## src/rtl/uart_frame_pkg.sv

```systemverilog
// -----------------------------------------------------------------------------
// uart_frame_pkg
// Shared types for the UART frame transmitter:
//   frame_state_e     - frame-level FSM states (FILL, SYNC, DATA)
//   bit_state_e       - byte serialiser states (B_IDLE .. B_STOP)
//   bytes_per_sample  - bytes needed to carry one sample of a given width
// Optional feature macro used by the including files: UART_PARITY_EN.
// -----------------------------------------------------------------------------
package uart_frame_pkg;

  typedef enum logic [1:0] {
    FILL,
    SYNC,
    DATA
  } frame_state_e;

  typedef enum logic [2:0] {
    B_IDLE,
    B_START,
    B_DATA,
    B_PAR,
    B_STOP
  } bit_state_e;

  function automatic int bytes_per_sample(input int bit_width);
    return (bit_width + 7) / 8;
  endfunction

endpackage

```

## src/rtl/uart_byte_tx.sv

```systemverilog
// -----------------------------------------------------------------------------
// uart_byte_tx
// Serialises one byte per request: start(0), 8 data bits LSB first,
// optional even parity, stop(1). Each bit lasts CLKS_PER_BIT cycles.
// Macro: UART_PARITY_EN - when defined an even parity bit is sent between the
// last data bit and the stop bit (11 bit times per byte, otherwise 8N1).
// Ports:
//   CLK        system clock, rising edge
//   RST_N      asynchronous active-low reset (line forced high)
//   tx_start   load tx_byte; honoured in B_IDLE or in the last stop cycle
//   tx_byte    byte to send
//   tx_o       serial line, idles high
//   tx_busy    a byte is on the line
//   byte_done  high during the final cycle of the stop bit
// -----------------------------------------------------------------------------
module uart_byte_tx
  import uart_frame_pkg::*;
#(
  parameter int CLKS_PER_BIT = 10
) (
  input  logic       CLK,
  input  logic       RST_N,
  input  logic       tx_start,
  input  logic [7:0] tx_byte,
  output logic       tx_o,
  output logic       tx_busy,
  output logic       byte_done
);

  localparam int CNT_W = $clog2(CLKS_PER_BIT);
  localparam logic [CNT_W-1:0] CNT_LAST = CNT_W'(CLKS_PER_BIT - 1);

  bit_state_e       r_state, w_state_next;
  logic [CNT_W-1:0] r_cnt, w_cnt_next;
  logic [7:0]       r_shift, w_shift_next;
  logic [2:0]       r_bit_idx, w_bit_idx_next;
  logic             r_tx, w_tx_next;
`ifdef UART_PARITY_EN
  logic             r_par, w_par_next;
`endif

  logic w_bit_end;
  logic w_accept;

  assign w_bit_end = (r_cnt == CNT_LAST);
  assign byte_done = (r_state == B_STOP) && w_bit_end;
  // Accepting in the last stop cycle lets the next start bit follow with no gap.
  assign w_accept  = tx_start && ((r_state == B_IDLE) || byte_done);
  assign tx_o      = r_tx;
  assign tx_busy   = (r_state != B_IDLE);

  always_comb begin
    w_state_next   = r_state;
    w_cnt_next     = w_bit_end ? '0 : r_cnt + 1'b1;
    w_shift_next   = r_shift;
    w_bit_idx_next = r_bit_idx;
    w_tx_next      = r_tx;
`ifdef UART_PARITY_EN
    w_par_next     = r_par;
`endif
    case (r_state)
      B_IDLE: begin
        w_cnt_next = '0;
        w_tx_next  = 1'b1;
      end
      B_START: begin
        if (w_bit_end) begin
          w_state_next   = B_DATA;
          w_bit_idx_next = 3'd0;
          w_tx_next      = r_shift[0];
        end
      end
      B_DATA: begin
        if (w_bit_end) begin
          if (r_bit_idx == 3'd7) begin
`ifdef UART_PARITY_EN
            w_state_next = B_PAR;
            w_tx_next    = r_par;
`else
            w_state_next = B_STOP;
            w_tx_next    = 1'b1;
`endif
          end else begin
            w_bit_idx_next = r_bit_idx + 3'd1;
            w_shift_next   = r_shift >> 1;
            w_tx_next      = r_shift[1];
          end
        end
      end
      B_PAR: begin
        if (w_bit_end) begin
          w_state_next = B_STOP;
          w_tx_next    = 1'b1;
        end
      end
      B_STOP: begin
        if (w_bit_end) begin
          w_state_next = B_IDLE;
          w_tx_next    = 1'b1;
        end
      end
      default: begin
        w_state_next = B_IDLE;
        w_tx_next    = 1'b1;
      end
    endcase

    if (w_accept) begin
      w_state_next   = B_START;
      w_cnt_next     = '0;
      w_shift_next   = tx_byte;
      w_bit_idx_next = 3'd0;
      w_tx_next      = 1'b0;
`ifdef UART_PARITY_EN
      w_par_next     = ^tx_byte;
`endif
    end
  end

  always_ff @(posedge CLK or negedge RST_N) begin
    if (!RST_N) begin
      r_state   <= B_IDLE;
      r_cnt     <= '0;
      r_shift   <= '0;
      r_bit_idx <= '0;
      r_tx      <= 1'b1;
`ifdef UART_PARITY_EN
      r_par     <= 1'b0;
`endif
    end else begin
      r_state   <= w_state_next;
      r_cnt     <= w_cnt_next;
      r_shift   <= w_shift_next;
      r_bit_idx <= w_bit_idx_next;
      r_tx      <= w_tx_next;
`ifdef UART_PARITY_EN
      r_par     <= w_par_next;
`endif
    end
  end

endmodule

```

## src/rtl/uart_frame_tx.sv

```systemverilog
// -----------------------------------------------------------------------------
// uart_frame_tx
// Buffers N signed samples of BIT_WIDTH bits, then sends one frame: SYNC_BYTE
// followed by every sample little-endian in ceil(BIT_WIDTH/8) bytes (top byte
// sign-extended). Bytes are back-to-back on the line.
// Macro: UART_PARITY_EN - adds an even parity bit to every byte (see
// uart_byte_tx); default build is 8N1.
// Ports:
//   CLK         system clock, rising edge
//   RST_N       asynchronous active-low reset; discards any partial frame
//   s_data      sample to buffer
//   s_valid     s_data valid (held by the producer while s_ready=0)
//   s_ready     buffer accepts a sample this cycle (state FILL)
//   tx_o        UART serial line, idles high
//   busy        frame transmission in progress
//   frame_done  one-cycle pulse after the last stop bit of the frame
// -----------------------------------------------------------------------------
module uart_frame_tx
  import uart_frame_pkg::*;
#(
  parameter int          CLK_HZ    = 50_000_000,
  parameter int          BAUD      = 115200,
  parameter int          BIT_WIDTH = 24,
  parameter int          N         = 16,
  parameter logic [7:0]  SYNC_BYTE = 8'hA5
) (
  input  logic                 CLK,
  input  logic                 RST_N,
  input  logic [BIT_WIDTH-1:0] s_data,
  input  logic                 s_valid,
  output logic                 s_ready,
  output logic                 tx_o,
  output logic                 busy,
  output logic                 frame_done
);

  localparam int CLKS_PER_BIT = CLK_HZ / BAUD;
  localparam int B            = bytes_per_sample(BIT_WIDTH);
  localparam int PTR_W        = $clog2(N);

  frame_state_e r_state, w_state_next;

  logic [BIT_WIDTH-1:0] r_buf [N];
  logic [PTR_W-1:0]     r_wr_ptr;
  logic [PTR_W-1:0]     r_samp_idx;
  logic [1:0]           r_byte_idx;
  logic                 r_last_loaded;
  logic                 r_frame_done;

  logic                 w_write;
  logic                 w_load;
  logic                 w_frame_end;
  logic                 w_tx_start;
  logic [7:0]           w_tx_byte;
  logic                 w_byte_done;
  logic                 w_byte_busy;
  logic [BIT_WIDTH-1:0] w_sample;
  logic [31:0]          w_ext;
  logic [7:0]           w_data_byte;

  // Sign-extend to 32 bits once; bytes above B are never selected.
  assign w_sample    = r_buf[r_samp_idx];
  assign w_ext       = 32'($signed(w_sample));
  assign w_data_byte = w_ext[{r_byte_idx, 3'b000} +: 8];

  assign s_ready    = (r_state == FILL);
  assign busy       = (r_state != FILL) || w_byte_busy;
  assign frame_done = r_frame_done;

  always_ff @(posedge CLK or negedge RST_N) begin
    if (!RST_N) r_state <= FILL;
    else        r_state <= w_state_next;
  end

  // The sync byte is handed to the serialiser in the same cycle the last
  // sample is written, so its start bit begins right after that edge.
  always_comb begin
    w_state_next = r_state;
    w_write      = 1'b0;
    w_load       = 1'b0;
    w_frame_end  = 1'b0;
    w_tx_start   = 1'b0;
    w_tx_byte    = w_data_byte;
    case (r_state)
      FILL: begin
        w_tx_byte = SYNC_BYTE;
        if (s_valid) begin
          w_write = 1'b1;
          if (r_wr_ptr == PTR_W'(N - 1)) begin
            w_tx_start   = 1'b1;
            w_state_next = SYNC;
          end
        end
      end
      SYNC: begin
        if (w_byte_done) begin
          w_tx_start   = 1'b1;
          w_load       = 1'b1;
          w_state_next = DATA;
        end
      end
      DATA: begin
        if (w_byte_done) begin
          if (r_last_loaded) begin
            w_frame_end  = 1'b1;
            w_state_next = FILL;
          end else begin
            w_tx_start = 1'b1;
            w_load     = 1'b1;
          end
        end
      end
      default: w_state_next = FILL;
    endcase
  end

  // Sample storage; no reset needed, every slot is rewritten before use.
  always_ff @(posedge CLK) begin
    if (w_write) r_buf[r_wr_ptr] <= s_data;
  end

  // r_samp_idx/r_byte_idx always name the next byte to hand to the serialiser.
  always_ff @(posedge CLK or negedge RST_N) begin
    if (!RST_N) begin
      r_wr_ptr      <= '0;
      r_samp_idx    <= '0;
      r_byte_idx    <= '0;
      r_last_loaded <= 1'b0;
      r_frame_done  <= 1'b0;
    end else begin
      r_frame_done <= w_frame_end;
      // N is a power of two, so the pointer wraps to 0 after the Nth write.
      if (w_write) r_wr_ptr <= r_wr_ptr + 1'b1;
      if (w_frame_end) begin
        r_samp_idx    <= '0;
        r_byte_idx    <= '0;
        r_last_loaded <= 1'b0;
      end else if (w_load) begin
        if (r_byte_idx == 2'(B - 1)) begin
          r_byte_idx <= '0;
          if (r_samp_idx == PTR_W'(N - 1)) r_last_loaded <= 1'b1;
          else                             r_samp_idx    <= r_samp_idx + 1'b1;
        end else begin
          r_byte_idx <= r_byte_idx + 2'd1;
        end
      end
    end
  end

  uart_byte_tx #(
    .CLKS_PER_BIT(CLKS_PER_BIT)
  ) u_byte_tx (
    .CLK      (CLK),
    .RST_N    (RST_N),
    .tx_start (w_tx_start),
    .tx_byte  (w_tx_byte),
    .tx_o     (tx_o),
    .tx_busy  (w_byte_busy),
    .byte_done(w_byte_done)
  );

endmodule

```

## config.mk

```make
export PLATFORM = sky130hd
export DESIGN_NAME = uart_frame_tx
export DESIGN_NICKNAME = d
export VERILOG_FILES = /design/src/rtl/uart_frame_pkg.sv /design/src/rtl/uart_byte_tx.sv /design/src/rtl/uart_frame_tx.sv
export SDC_FILE = /design/constraint.sdc
export NUM_CORES = 1
export LEC_CHECK = 0
export CORE_ASPECT_RATIO = 0.7
export CORE_UTILIZATION = 48
export DETAILED_ROUTE_END_ITERATION = 16
export PLACE_DENSITY = 0.6
export SLEW_MARGIN = 5
export SYNTH_ARGS = -nofsm -noshare
export SYNTH_HDL_FRONTEND = slang
export SYNTH_SLANG_ARGS = --single-unit
```

## constraint.sdc

```tcl
create_clock -name CLK -period 3.9 [get_ports CLK]
set_clock_uncertainty 0.2 [all_clocks]
set_input_delay 0.78 -clock CLK [delete_from_list [all_inputs] [get_ports CLK]]
set_output_delay 0.78 -clock CLK [all_outputs]
set_load 0.03 [all_outputs]
```

## After elaboration in Yosys (flattened, before gate mapping)

Memories as Yosys holds them, arrays and structs flattened.
Index checks and enable logic that the tools add are counted.

| storage, ports and cells | value |
|---|---|
| register bits after elaboration | 38 |
| bits in writable memories | 384 |
| input bits | 27 |
| output and inout port bits | 4 |
| logic and storage cells | 122 |
| memories | 1 |

Memory list:

| memory | words | width | read ports | clocked after Yosys merged registers in | wr ports | line | source |
|---|---|---|---|---|---|---|---|
| r_buf | 16 | 24 | 1 | 0 | 1 | uart_frame_tx.sv:43 | `logic [BIT_WIDTH-1:0] r_buf [N];` |

| cells by class | value |
|---|---|
| add/sub/neg operators | 5 |
| eq/ne operators | 26 |
| shift operators | 1 |
| muxes and demuxes | 56 |
| reductions and logical operators | 22 |

Operators by type and width:

| cell | count |
|---|---|
| 8-bit two-way mux | 5 |
| 32-bit by 6-bit variable part select with 8-bit output | 1 |
| 3-bit two-way mux | 9 |
| 9-bit two-way mux | 3 |
| 1-bit two-way mux | 21 |
| 3-bit by 1-bit inequality test with 1-bit output (second input constant) | 6 |
| 2-bit two-way mux | 8 |
| 4-bit two-way mux | 4 |
| 3-bit one-hot mux with 5 select lines | 1 |
| 3-bit AND reduction | 4 |
| 2-bit nonzero test | 6 |
| 2-bit by 1-bit inequality test with 1-bit output (second input constant) | 5 |
| 9-bit by 1-bit adder with 9-bit output (second input constant) | 1 |
| 9-bit equality test (second input constant) | 1 |
| 4-bit by 1-bit adder with 4-bit output (second input constant) | 2 |
| 4-bit equality test (second input constant) | 2 |
| 3-bit by 2-bit equality test with 1-bit output (second input constant) | 2 |
| 3-bit equality test (second input constant) | 2 |
| 2-bit inequality test (second input constant) | 3 |
| 1-bit one-hot mux with 3 select lines | 2 |
| 2-bit one-hot mux with 3 select lines | 1 |
| 3-bit one-hot mux with 2 select lines | 1 |
| 6-bit AND reduction | 1 |
| 3-bit nonzero test | 2 |
| other kinds (14) | 17 |

## Longest topological paths before layout

Gate-level depths: netlist of the first run.

| depth | value |
|---|---|
| depth after elaboration | 7 |
| gate-level depth with buffers | 10 |
| mapped depth without buffers | 8 |

## By module

Synthesis of the first run repeated with hierarchy kept, for this count alone.

| second synthesis, totals | value |
|---|---|
| cell total of the unflattened synthesis | 896 |
| area total of the unflattened synthesis | 16977.5 sq um |

By module, submodules not included:

| module | times used | cells each | area an instance (sq um) | seq. area each (sq um) |
|---|---|---|---|---|
| uart_frame_tx | 1 | 770 | 15707.6 | 11881.4 |
| uart_byte_tx | 1 | 126 | 1270.0 | 601.8 |

## Least setup slack after synthesis of the first run

No wires, ideal clock.

| timing | value |
|---|---|
| path kind | register -> register |
| start point | register r_state[0] |
| end point | memory r_buf[3][0], enable pin |
| library setup time | 435 ps |
| arrival | 3079 ps |
| required time | 3265 ps |
| setup slack | 186 ps |
| cell stages (with the launch flop) | 7 |
| path buffers | 1 |
| period minus slack after synthesis | 3714 ps |
| cell sequence | dfrtp_1 > inv_1 > ha_1 > and2_1 > buf_2 > nand2_1 > nor3_1 |

| between the ends | value |
|---|---|
| longest elaborated chain between the ends | 4 |

RTL lines:

| what | line | source |
|---|---|---|
| from (decl) | uart_frame_tx.sv:41 | `frame_state_e r_state, w_state_next;` |
| from (signal assigned) | uart_frame_tx.sv:72 | `else r_state <= w_state_next;` |
| 2-bit zero test | - |  |
| named net s_ready | uart_frame_tx.sv:31 | `output logic s_ready,` |
| 1-bit two-way mux | uart_frame_tx.sv:84 | `case (r_state)` |
| 1-bit two-way mux | uart_frame_tx.sv:119 | `if (w_write) r_buf[r_wr_ptr] <= s_data;` |
| 1-bit two-way mux (implied by the code) | uart_frame_tx.sv:119 |  |
| to (decl) | uart_frame_tx.sv:43 |  |

The timed path passes the listed nets, and every way through them passes these cells.

## Final worst setup path of the first run

| timing | value |
|---|---|
| start point | register r_state[1] |
| end point | output s_ready |

| between the ends | value |
|---|---|
| longest elaborated chain between the ends | 1 |

RTL lines:

| what | line | source |
|---|---|---|
| 2-bit zero test | uart_frame_tx.sv:66 | `assign s_ready = (r_state == FILL);` |
| to (decl) | uart_frame_tx.sv:31 |  |

Every way passes these cells.

==> results of run 1 <==
==> flip-flops by register name, summed over array words and instances, names as in the netlist, 3 cells and up <==
name / count
r_buf: 384
r_samp_idx: 4
r_wr_ptr: 4
u_byte_tx.r_bit_idx: 3
u_byte_tx.r_cnt: 9
u_byte_tx.r_shift: 8
u_byte_tx.r_state: 3
==> final cells by class <==
class	instances	area (um2)
inverter	13	48.8
multi-input combinational	417	4200
clock buffer	46	1070
sequential	422	12500
tap	472	591
clock inverter	27	198
fill	2725	15300
timing repair buffer	73	756
==> through the flow <==
step	cells	cell area, um2	utilization [%]	setup slack [ns]
floorplan	900	16900	-	0.186
global placement	1397	18100	52.2	0.737
detailed placement	1397	18100	52.2	0.683
CTS	1470	19400	55.8	0.641
global route	1470	19400	55.8	0.551
finish	1470	19400	55.8	0.664
==> cells in the final DEF (no fill, tap or decap), types with 5 or more instances in the layout <==
cell,n
ha_1,14
nor2_4,11
buf_4,32
a221oi_1,7
clkinv_2,12
clkbuf_16,42
edfxtp_1,384
nand2_1,51
nor2_1,44
a31oi_1,7
a22o_1,7
mux2i_1,29
nand4_1,6
nand3_1,18
clkdlybuf4s50_1,29
dfrtp_1,34
mux4_2,90
nor2b_1,5
a21oi_1,13
inv_1,13
nor3_1,14
o21ai_0,14
clkinv_1,9
buf_12,11
nand2b_1,5
xnor2_1,9
==> report_power, final <==
group / internal (mW) / switching [mW]
Sequential: 5.37 / 0.127
Combinational: 0.298 / 0.656
Clock: 2.11 / 1.66
Total: 7.77 / 2.44
==> how the worst min path moves through the flow <==
stage                                               endpoint  slack (ns)
after floorplan           u_byte_tx.r_bit_idx[1]$_DFFE_PN0P_        0.27
after global placement    u_byte_tx.r_bit_idx[1]$_DFFE_PN0P_        0.29
after detailed placement  u_byte_tx.r_bit_idx[2]$_DFFE_PN0P_        0.30
after CTS                            r_wr_ptr[1]$_DFFE_PN0P_        0.20
after global routing                 r_wr_ptr[1]$_DFFE_PN0P_        0.25
final                                   frame_done$_DFF_PN0_        0.18
==> layer usage <==
layer | global-route usage (%) | up-vias | share of wire [%]
met4 | 5.19 | 0 | 1.8
met2 | 31.5 | 312 | 45
li1 | - | 3780 | -
met3 | 4.93 | 56 | 7.5
met1 | 34.0 | 4528 | 46
met5 | 0 | - | 0
==> cells by family after synthesis <==
kind of cell | after synthesis
compound gates | 92
fa+ha+maj | 14
simple gates | 177
flops | 422
xor+xnor | 13
mux | 121
buf+inv | 61
==> flow_metrics.env, run 1 <==
export IMPL_critPathArrivalTime_ns=2.26
export IMPL_layout_min_cycle_time_ns=3.24
export IMPL_tightest_slew_ns=0.920
export IMPL_synthArstFlopShare_pct=9.00
export IMPL_rr_worst_depth=6
export IMPL_yosys_area_share_simple_pct=4.83
export IMPL_cts_root_buf="clkbuf_16"
export IMPL_synth_area_um2=16900
export IMPL_r2r_setup_slack_ns=0.81
export IMPL_synth_mux_area_share_pct=13.8
export IMPL_die_h_um=159
export IMPL_clk_pin_slew_ns=0.06
export IMPL_whs_ns=0.178
export IMPL_synth_most_common_cell="edfxtp_1"
export IMPL_tns_ns=0
export IMPL_dr_total_vias=8676
export IMPL_synth_enable_flop_cells=384
export IMPL_yosys_most_used_dff="edfxtp_1"
export IMPL_crit_family="buffers and inverters"
export IMPL_yosysTopAreaCellShare_pct=68.3
export IMPL_cts_buffers=41
export IMPL_synth_seq_cells=422
export IMPL_ir_worst_vdd_uv=294
export IMPL_routed_wl_mm=37.7
export IMPL_synth_fa_ha_area_share_pct=1.04
export IMPL_clk_latency_ns=0.54
export IMPL_clock_fmax_mhz=309
export IMPL_grt_pass1_wl_mm=57.0
export IMPL_status="complete, no violations"
export IMPL_path_cells="inv_1, ha_1, clkdlybuf4s50_1"
export IMPL_syn_nets=941
export IMPL_required_ns=2.92
export IMPL_antenna_found_initial=0
export IMPL_core_area_um2=34700
export IMPL_max_stage_delay_ns=0.75
export IMPL_crit_fanout=9
export IMPL_slew_violations=0
export IMPL_cts_setup_buffers=0
export IMPL_clock_path_buffers=3
export IMPL_rr_startpoint="r_samp_idx[0]$_DFFE_PN0P_"
export IMPL_path_depth=3
export IMPL_layout_drive_gt1_share_pct=21.6
export IMPL_synth_cells=900
export IMPL_worstSetupPathType="flip-flop to output port"
export IMPL_grt_overflow=0
export IMPL_ys_types=57
export IMPL_area_growth_pct=14.6
export IMPL_crit_path_top_delay_cell="clkdlybuf4s50_1"
export IMPL_worstSetupStartpoint="r_state[1]$_DFFE_PN0P_"
export IMPL_drtIter0Drc=827
export IMPL_grt_setup_unrepaired="no"
export IMPL_vias_per_cell=5.90
export IMPL_worst_path_buf_inv=2
export IMPL_num_io_pins=31
export IMPL_p_leak_nw=6.22
export IMPL_yosysWarnings=0
export IMPL_dr_pass1_iters=5
export IMPL_synth_xor_area_share_pct=0.674
export IMPL_grt_max_degree=55
export IMPL_relSlewSlack_pct=38.7
export IMPL_cts_sinks=422
export IMPL_finalPower_mw=10.2
export IMPL_fp_row_count=57
export IMPL_maxCapViolCount=0
export IMPL_min_path_type="primary input to asynchronous set/reset pin"
export IMPL_initial_core_util_pct=48.7
export IMPL_netlist_top_cells_count="edfxtp_1 (384), mux4_2 (90), nor2_1 (55)"
export IMPL_first_global_vias=8635
export IMPL_r2r_end="u_byte_tx.r_shift[1]$_DFFE_PN0P_"
export IMPL_yosysSeqAreaShare_pct=73.9
export IMPL_ctsResizeCount=0
export IMPL_synth_compound_area_share_pct=3.88
export IMPL_gp_congestion=0.829
export IMPL_diodes=0
export IMPL_cp_end_kind="output port"
export IMPL_crit_path_end="s_ready"
export IMPL_grt_total_usage_pct=21.9
export IMPL_report_final_hold_viol_count=0
export IMPL_hold_buffers=0
export IMPL_dieArea_um2=36000
export IMPL_cts_tree="done"
export IMPL_syn_avg_cell_area_um2=18.8
export IMPL_yosysTopAreaCell="edfxtp_1"
export IMPL_finalSetupViolations=0
export IMPL_drc_errors=0
export IMPL_numPortBuffers=30
export IMPL_antenna_left=0
export IMPL_synth_top_family_by_area="multiplexers"
export IMPL_die_width_um=226
export IMPL_finalNetCount=1009
export IMPL_power_density_nw_per_um2=528
export IMPL_period_share_pct=83.0
export IMPL_routedWlPerCell_um=25.7
export IMPL_dpl_hpwl_mm=22.7
export IMPL_cts_htree_levels=2
export IMPL_ys_top_cells_by_area="edfxtp_1 (68%), mux4_2 (12%), dfrtp_1 (5.5%)"
export IMPL_start_kind="flip-flop"
No activity file was read; power rests on OpenSTA's default activity.
==> inputs of run 2 (changes only) <==
==> constraint.sdc (replaced) <==
create_clock -name CLK -period 3.3 [get_ports CLK]
set_clock_uncertainty 0.2 [all_clocks]
set_input_delay 0.66 -clock CLK [delete_from_list [all_inputs] [get_ports CLK]]
set_output_delay 0.66 -clock CLK [all_outputs]
set_load 0.03 [all_outputs]
==> flow_metrics.env, run 2 (synthesis results as in run 1) <==
export IMPL_core_area_um2=34700
export IMPL_status="complete, no violations"
export IMPL_maxCapViolCount=0
export IMPL_antenna_found_initial=1
export IMPL_cts_root_buf="clkbuf_16"
export IMPL_clock_path_buffers=3
export IMPL_clk_pin_slew_ns=0.07
export IMPL_largest_register="r_buf"
export IMPL_grt_total_usage_pct=22.6
export IMPL_cts_sinks=422
export IMPL_cts_htree_levels=2
export IMPL_report_final_hold_viol_count=0
export IMPL_cts_tree="done"
export IMPL_layout_common_cells="edfxtp_1 (384), mux4_2 (90), nand2_1 (51)"
export IMPL_routed_wl_mm=39.1
export IMPL_first_global_vias=8913
export IMPL_finalNetCount=1030
export IMPL_drtIter0Drc=826
export IMPL_layout_drive_gt1_share_pct=22.7
export IMPL_routedWlPerCell_um=26.2
export IMPL_die_width_um=226
export IMPL_clk_latency_ns=0.54
export IMPL_gp_congestion=0.788
export IMPL_n_fill_cell=2688
export IMPL_reg_top3="r_buf: 384 flops, u_byte_tx.r_cnt: 9 flops, u_byte_tx.r_shift: 8 flops"
export IMPL_critPathArrivalTime_ns=2.19
export IMPL_num_io_pins=31
export IMPL_clock_fmax_mhz=327
export IMPL_power_density_nw_per_um2=622
export IMPL_required_ns=2.44
export IMPL_tns_ns=0
export IMPL_whs_ns=0.0393
export IMPL_slew_violations=0
export IMPL_dieArea_um2=36000
export IMPL_layout_min_cycle_time_ns=3.05
export IMPL_finalSetupViolations=0
export IMPL_worstSetupPathType="flip-flop to output port"
export IMPL_drc_errors=0
export IMPL_fp_row_count=57
export IMPL_grt_pass1_wl_mm=58.5
export IMPL_start_kind="flip-flop"
export IMPL_seqCellArea_um2=12500
export IMPL_place_ws_ns=0.392
export IMPL_ir_worst_vdd_uv=350
export IMPL_min_path_type="primary input to asynchronous set/reset pin"
export IMPL_dr_total_vias=8841
export IMPL_vias_per_cell=5.92
export IMPL_multi_input_area_um2=4230
export IMPL_p_leak_nw=6.34
export IMPL_cts_setup_buffers=0
export IMPL_grt_setup_unrepaired="no"
export IMPL_period_share_pct=92.6
export IMPL_cts_buffers=41
export IMPL_dr_pass1_iters=5
export IMPL_crit_fanout=12
export IMPL_grt_overflow=0
export IMPL_cp_end_kind="output port"
export IMPL_area_growth_pct=16.0
export IMPL_tightest_slew_ns=0.879
export IMPL_grt_max_degree=39
export IMPL_numPortBuffers=30
export IMPL_hold_buffers=0
export IMPL_antenna_left=0
export IMPL_dpl_hpwl_mm=23.9
export IMPL_largest_reg_flops=384
export IMPL_ctsResizeCount=0
export IMPL_final_common_cell="edfxtp_1"
export IMPL_setup_slack_ns=0.246
export IMPL_relSlewSlack_pct=41.4
export IMPL_die_h_um=159
export IMPL_initial_core_util_pct=48.7
## run 2: final timing paths
| check | startpoint | to | slack, ns | cells past startpoint |
|---|---|---|---|---|
| setup reg to reg | r_samp_idx[1]$_DFFE_PN0P_ | u_byte_tx.r_shift[3]$_DFFE_PN0P_ | 0.49 | 8 |
| max in group asynchronous | RST_N | r_samp_idx[0]$_DFFE_PN0P_ | 2.22 | 1 |
| min in group CLK | u_byte_tx.r_bit_idx[1]$_DFFE_PN0P_ | u_byte_tx.r_bit_idx[1]$_DFFE_PN0P_ | 0.32 | 1 |
| hold reg to reg | u_byte_tx.r_bit_idx[1]$_DFFE_PN0P_ | u_byte_tx.r_bit_idx[1]$_DFFE_PN0P_ | 0.32 | 1 |
| hold / removal | RST_N | u_byte_tx.r_bit_idx[0]$_DFFE_PN0P_ | 0.04 | 1 |
| setup / recovery | u_byte_tx.r_state[0]$_DFFE_PN0P_ | busy | 0.25 | 3 |
## run 2: cell type report
cell class | instances | area share (%)
Antenna cell | 1 | 0.0128
Clock buffer | 59 | 5.80
Clock inverter | 16 | 0.702
Inverter | 13 | 0.249
Multi-Input combinational cell | 417 | 21.6
Sequential cell | 422 | 63.7
Tap cell | 472 | 3.01
Timing Repair Buffer | 94 | 4.92
## run 2: metal layers
layer | up-vias | track usage [%] | share of wire (%)
met3 | 46 | 4.67 | 6.5
met2 | 278 | 33.6 | 45
li1 | 3836 | - | -
met5 | - | 0 | 0
met4 | 0 | 5.19 | 1.4
met1 | 4681 | 34.6 | 47
## run 2: worst max-delay path: stages, from the launching register on
cell,delay (ns)
dfrtp_1,0.50
nor3_1,0.45
nand2_1,0.09
clkdlybuf4s50_1,0.60
## run 2: power by group
| group | leakage (nW) | internal [mW] | switching (mW) |
|---|---|---|---|
| Combinational | 1.80 | 0.373 | 0.797 |
| Sequential | 3.93 | 6.34 | 0.170 |
| Clock | 0.616 | 2.56 | 1.94 |
| Total | 6.34 | 9.28 | 2.91 |
## run 2: through the flow
| stage | power, mW | instance area, um2 | cells | util (%) |
|---|---|---|---|---|
| 2_1_floorplan | 7.13 | 16900 | 900 | - |
| 3_3_place_gp | 7.78 | 18300 | 1418 | 52.9 |
| 3_5_place_dp | 7.80 | 18300 | 1418 | 52.9 |
| 4_1_cts | 12.3 | 19600 | 1493 | 56.5 |
| 5_1_grt | 12.6 | 19600 | 1494 | 56.5 |
| 6_report | 12.2 | 19600 | 1494 | 56.5 |
==> inputs of run 3 (changes only) <==
==> constraint.sdc (replaced) <==
create_clock -name CLK -period 3.2 [get_ports CLK]
set_clock_uncertainty 0.2 [all_clocks]
set_input_delay 0.64 -clock CLK [delete_from_list [all_inputs] [get_ports CLK]]
set_output_delay 0.64 -clock CLK [all_outputs]
set_load 0.03 [all_outputs]
==> flow_metrics.env, run 3 (synthesis results as in run 1) <==
export IMPL_status="complete, no violations"
export IMPL_largest_reg_flops=384
export IMPL_dr_pass1_iters=5
export IMPL_cts_setup_buffers=0
export IMPL_cts_htree_levels=2
export IMPL_initial_core_util_pct=48.7
export IMPL_crit_family="buffers and inverters"
export IMPL_tns_ns=0
export IMPL_finalSetupViolations=0
export IMPL_grt_total_usage_pct=22.4
export IMPL_required_ns=2.36
export IMPL_period_share_pct=95.5
export IMPL_clock_path_buffers=3
export IMPL_clock_fmax_mhz=327
export IMPL_largest_register="r_buf"
export IMPL_tightest_slew_ns=0.665
export IMPL_layout_drive_gt1_share_pct=23.6
export IMPL_p_sw_mw=3.01
export IMPL_core_area_um2=34700
export IMPL_finalPower_mw=12.8
export IMPL_num_io_pins=31
export IMPL_grt_overflow=0
export IMPL_path_cells="inv_1, ha_1, clkdlybuf4s50_1"
export IMPL_clockPowerShare_pct=37.8
export IMPL_rr_worst_depth=8
export IMPL_p_sw_share_pct=23.5
export IMPL_clk_pin_slew_ns=0.06
export IMPL_cts_root_buf="clkbuf_16"
export IMPL_clk_latency_ns=0.55
export IMPL_layout_common_cells="edfxtp_1 (384), mux4_2 (90), buf_4 (54)"
export IMPL_crit_fanout=9
export IMPL_die_width_um=226
export IMPL_power_density_nw_per_um2=649
export IMPL_cts_sinks=422
export IMPL_routed_wl_mm=38.4
export IMPL_n_fill_cell=2670
export IMPL_ir_worst_vdd_uv=469
export IMPL_finalNetCount=1035
export IMPL_dr_total_vias=8681
export IMPL_crit_path_top_delay_cell="clkdlybuf4s50_1"
export IMPL_p_leak_nw=6.40
export IMPL_relSlewSlack_pct=55.7
export IMPL_cp_end_kind="output port"
export IMPL_dpl_hpwl_mm=23.5
export IMPL_place_ws_ns=0.346
export IMPL_path_depth=3
export IMPL_grt_max_degree=29
export IMPL_layout_min_cycle_time_ns=3.06
export IMPL_worst_path_buf_inv=2
export IMPL_vias_per_cell=5.79
export IMPL_grt_setup_unrepaired="no"
export IMPL_setup_slack_ns=0.144
export IMPL_numPortBuffers=30
export IMPL_seq_power_share_pct=52.1
export IMPL_slew_violations=0
export IMPL_place_area_um2=18300
export IMPL_worstSetupPathType="flip-flop to output port"
export IMPL_max_stage_delay_ns=0.74
export IMPL_critPathArrivalTime_ns=2.22
export IMPL_power_frac_comb_pct=10.1
export IMPL_die_h_um=159
export IMPL_post_route_cell_area_um2=19700
export IMPL_ctsResizeCount=0
export IMPL_antenna_found_initial=1
export IMPL_cts_buffers=41
export IMPL_routedWlPerCell_um=25.6
export IMPL_grt_pass1_wl_mm=58.2
export IMPL_min_path_type="flip-flop to flip-flop"
export IMPL_report_final_hold_viol_count=0
export IMPL_drc_errors=0
export IMPL_reg_top3="r_buf: 384 flops, u_byte_tx.r_cnt: 9 flops, u_byte_tx.r_shift: 8 flops"
export IMPL_fp_row_count=57
export IMPL_hold_depth=1
export IMPL_drtIter0Drc=851
export IMPL_start_kind="flip-flop"
export IMPL_gp_congestion=0.845
export IMPL_dieArea_um2=36000
export IMPL_p_int_mw=9.77
export IMPL_final_common_cell="edfxtp_1"
export IMPL_area_growth_pct=16.6
export IMPL_maxCapViolCount=0
export IMPL_first_global_vias=8856
export IMPL_cts_tree="done"
export IMPL_antenna_left=0
[run 3: changes by cell type in the layout (fill, tap and decap cells not counted)]
cell           previous run  this run
clkbuf_1                 16         9
buf_4                    49        54
clkbuf_8                  0         5
clkinv_1                  4         6
buf_12                   15        14
bufinv_16                 2         3
clkinv_2                  6         7
clkinvlp_4                2         1
dlygate4sd3_1             0         1
[run 3: power by group through the flow]
stage | Sequential, mW | Clock (mW) | Combinational, mW
final | 6.65 | 4.84 | 1.29
after global placement | 6.76 | 0 | 1.29
after global routing | 6.68 | 5.15 | 1.39
after floorplan | 6.74 | 0 | 0.609
after CTS | 6.65 | 4.92 | 1.31
after detailed placement | 6.77 | 0 | 1.31
[run 3: area by class of cell]
type                       instances  area (um2)  share of cell area, %
timing repair buffer              99         991                   5.03
multi-input combinational        417        4230                   21.5
tap                              472         591                   3.00
antenna                            1        2.50                 0.0127
sequential                       422       12500                   63.4
clock inverter                    19         173                  0.876
clock buffer                      57        1180                   5.98
inverter                          13        48.8                  0.248
[run 3: layer usage]
metal / wire (um) / global-route usage (%)
met2: 17500 / 33.0
met5: 0 / 0
met3: 2450 / 3.67
met4: 611 / 5.04
met1: 17900 / 35.1
[run 3: per-stage QoR]
step | std cells | utilization [%] | hold slack (ns)
after floorplan | 900 | - | 0.144
after global placement | 1422 | 52.9 | 0.295
after detailed placement | 1422 | 52.9 | 0.298
after CTS | 1499 | 56.8 | 0.316
after global routing | 1500 | 56.8 | 0.345
final | 1500 | 56.8 | 0.313
[run 3: path summary, 6_finish.rpt]
check | end | slack [ns] | start
setup / recovery | s_ready | 0.14 | r_state[0]$_DFFE_PN0P_
hold / removal | u_byte_tx.r_bit_idx[2]$_DFFE_PN0P_ | 0.31 | u_byte_tx.r_bit_idx[2]$_DFFE_PN0P_
setup reg to reg | u_byte_tx.r_shift[3]$_DFFE_PN0P_ | 0.44 | r_samp_idx[2]$_DFFE_PN0P_
hold reg to reg | u_byte_tx.r_bit_idx[2]$_DFFE_PN0P_ | 0.31 | u_byte_tx.r_bit_idx[2]$_DFFE_PN0P_
max in group asynchronous | u_byte_tx.tx_o$_DFFE_PN1P_ | 1.66 | RST_N
min in group asynchronous | u_byte_tx.r_cnt[5]$_DFF_PN0_ | 0.45 | RST_N
[run 3: repair_timing]
action,CTS,global route
endpoints found under the hold margin,26,0
hold buffers,1,0
setup endpoints to repair,0,0
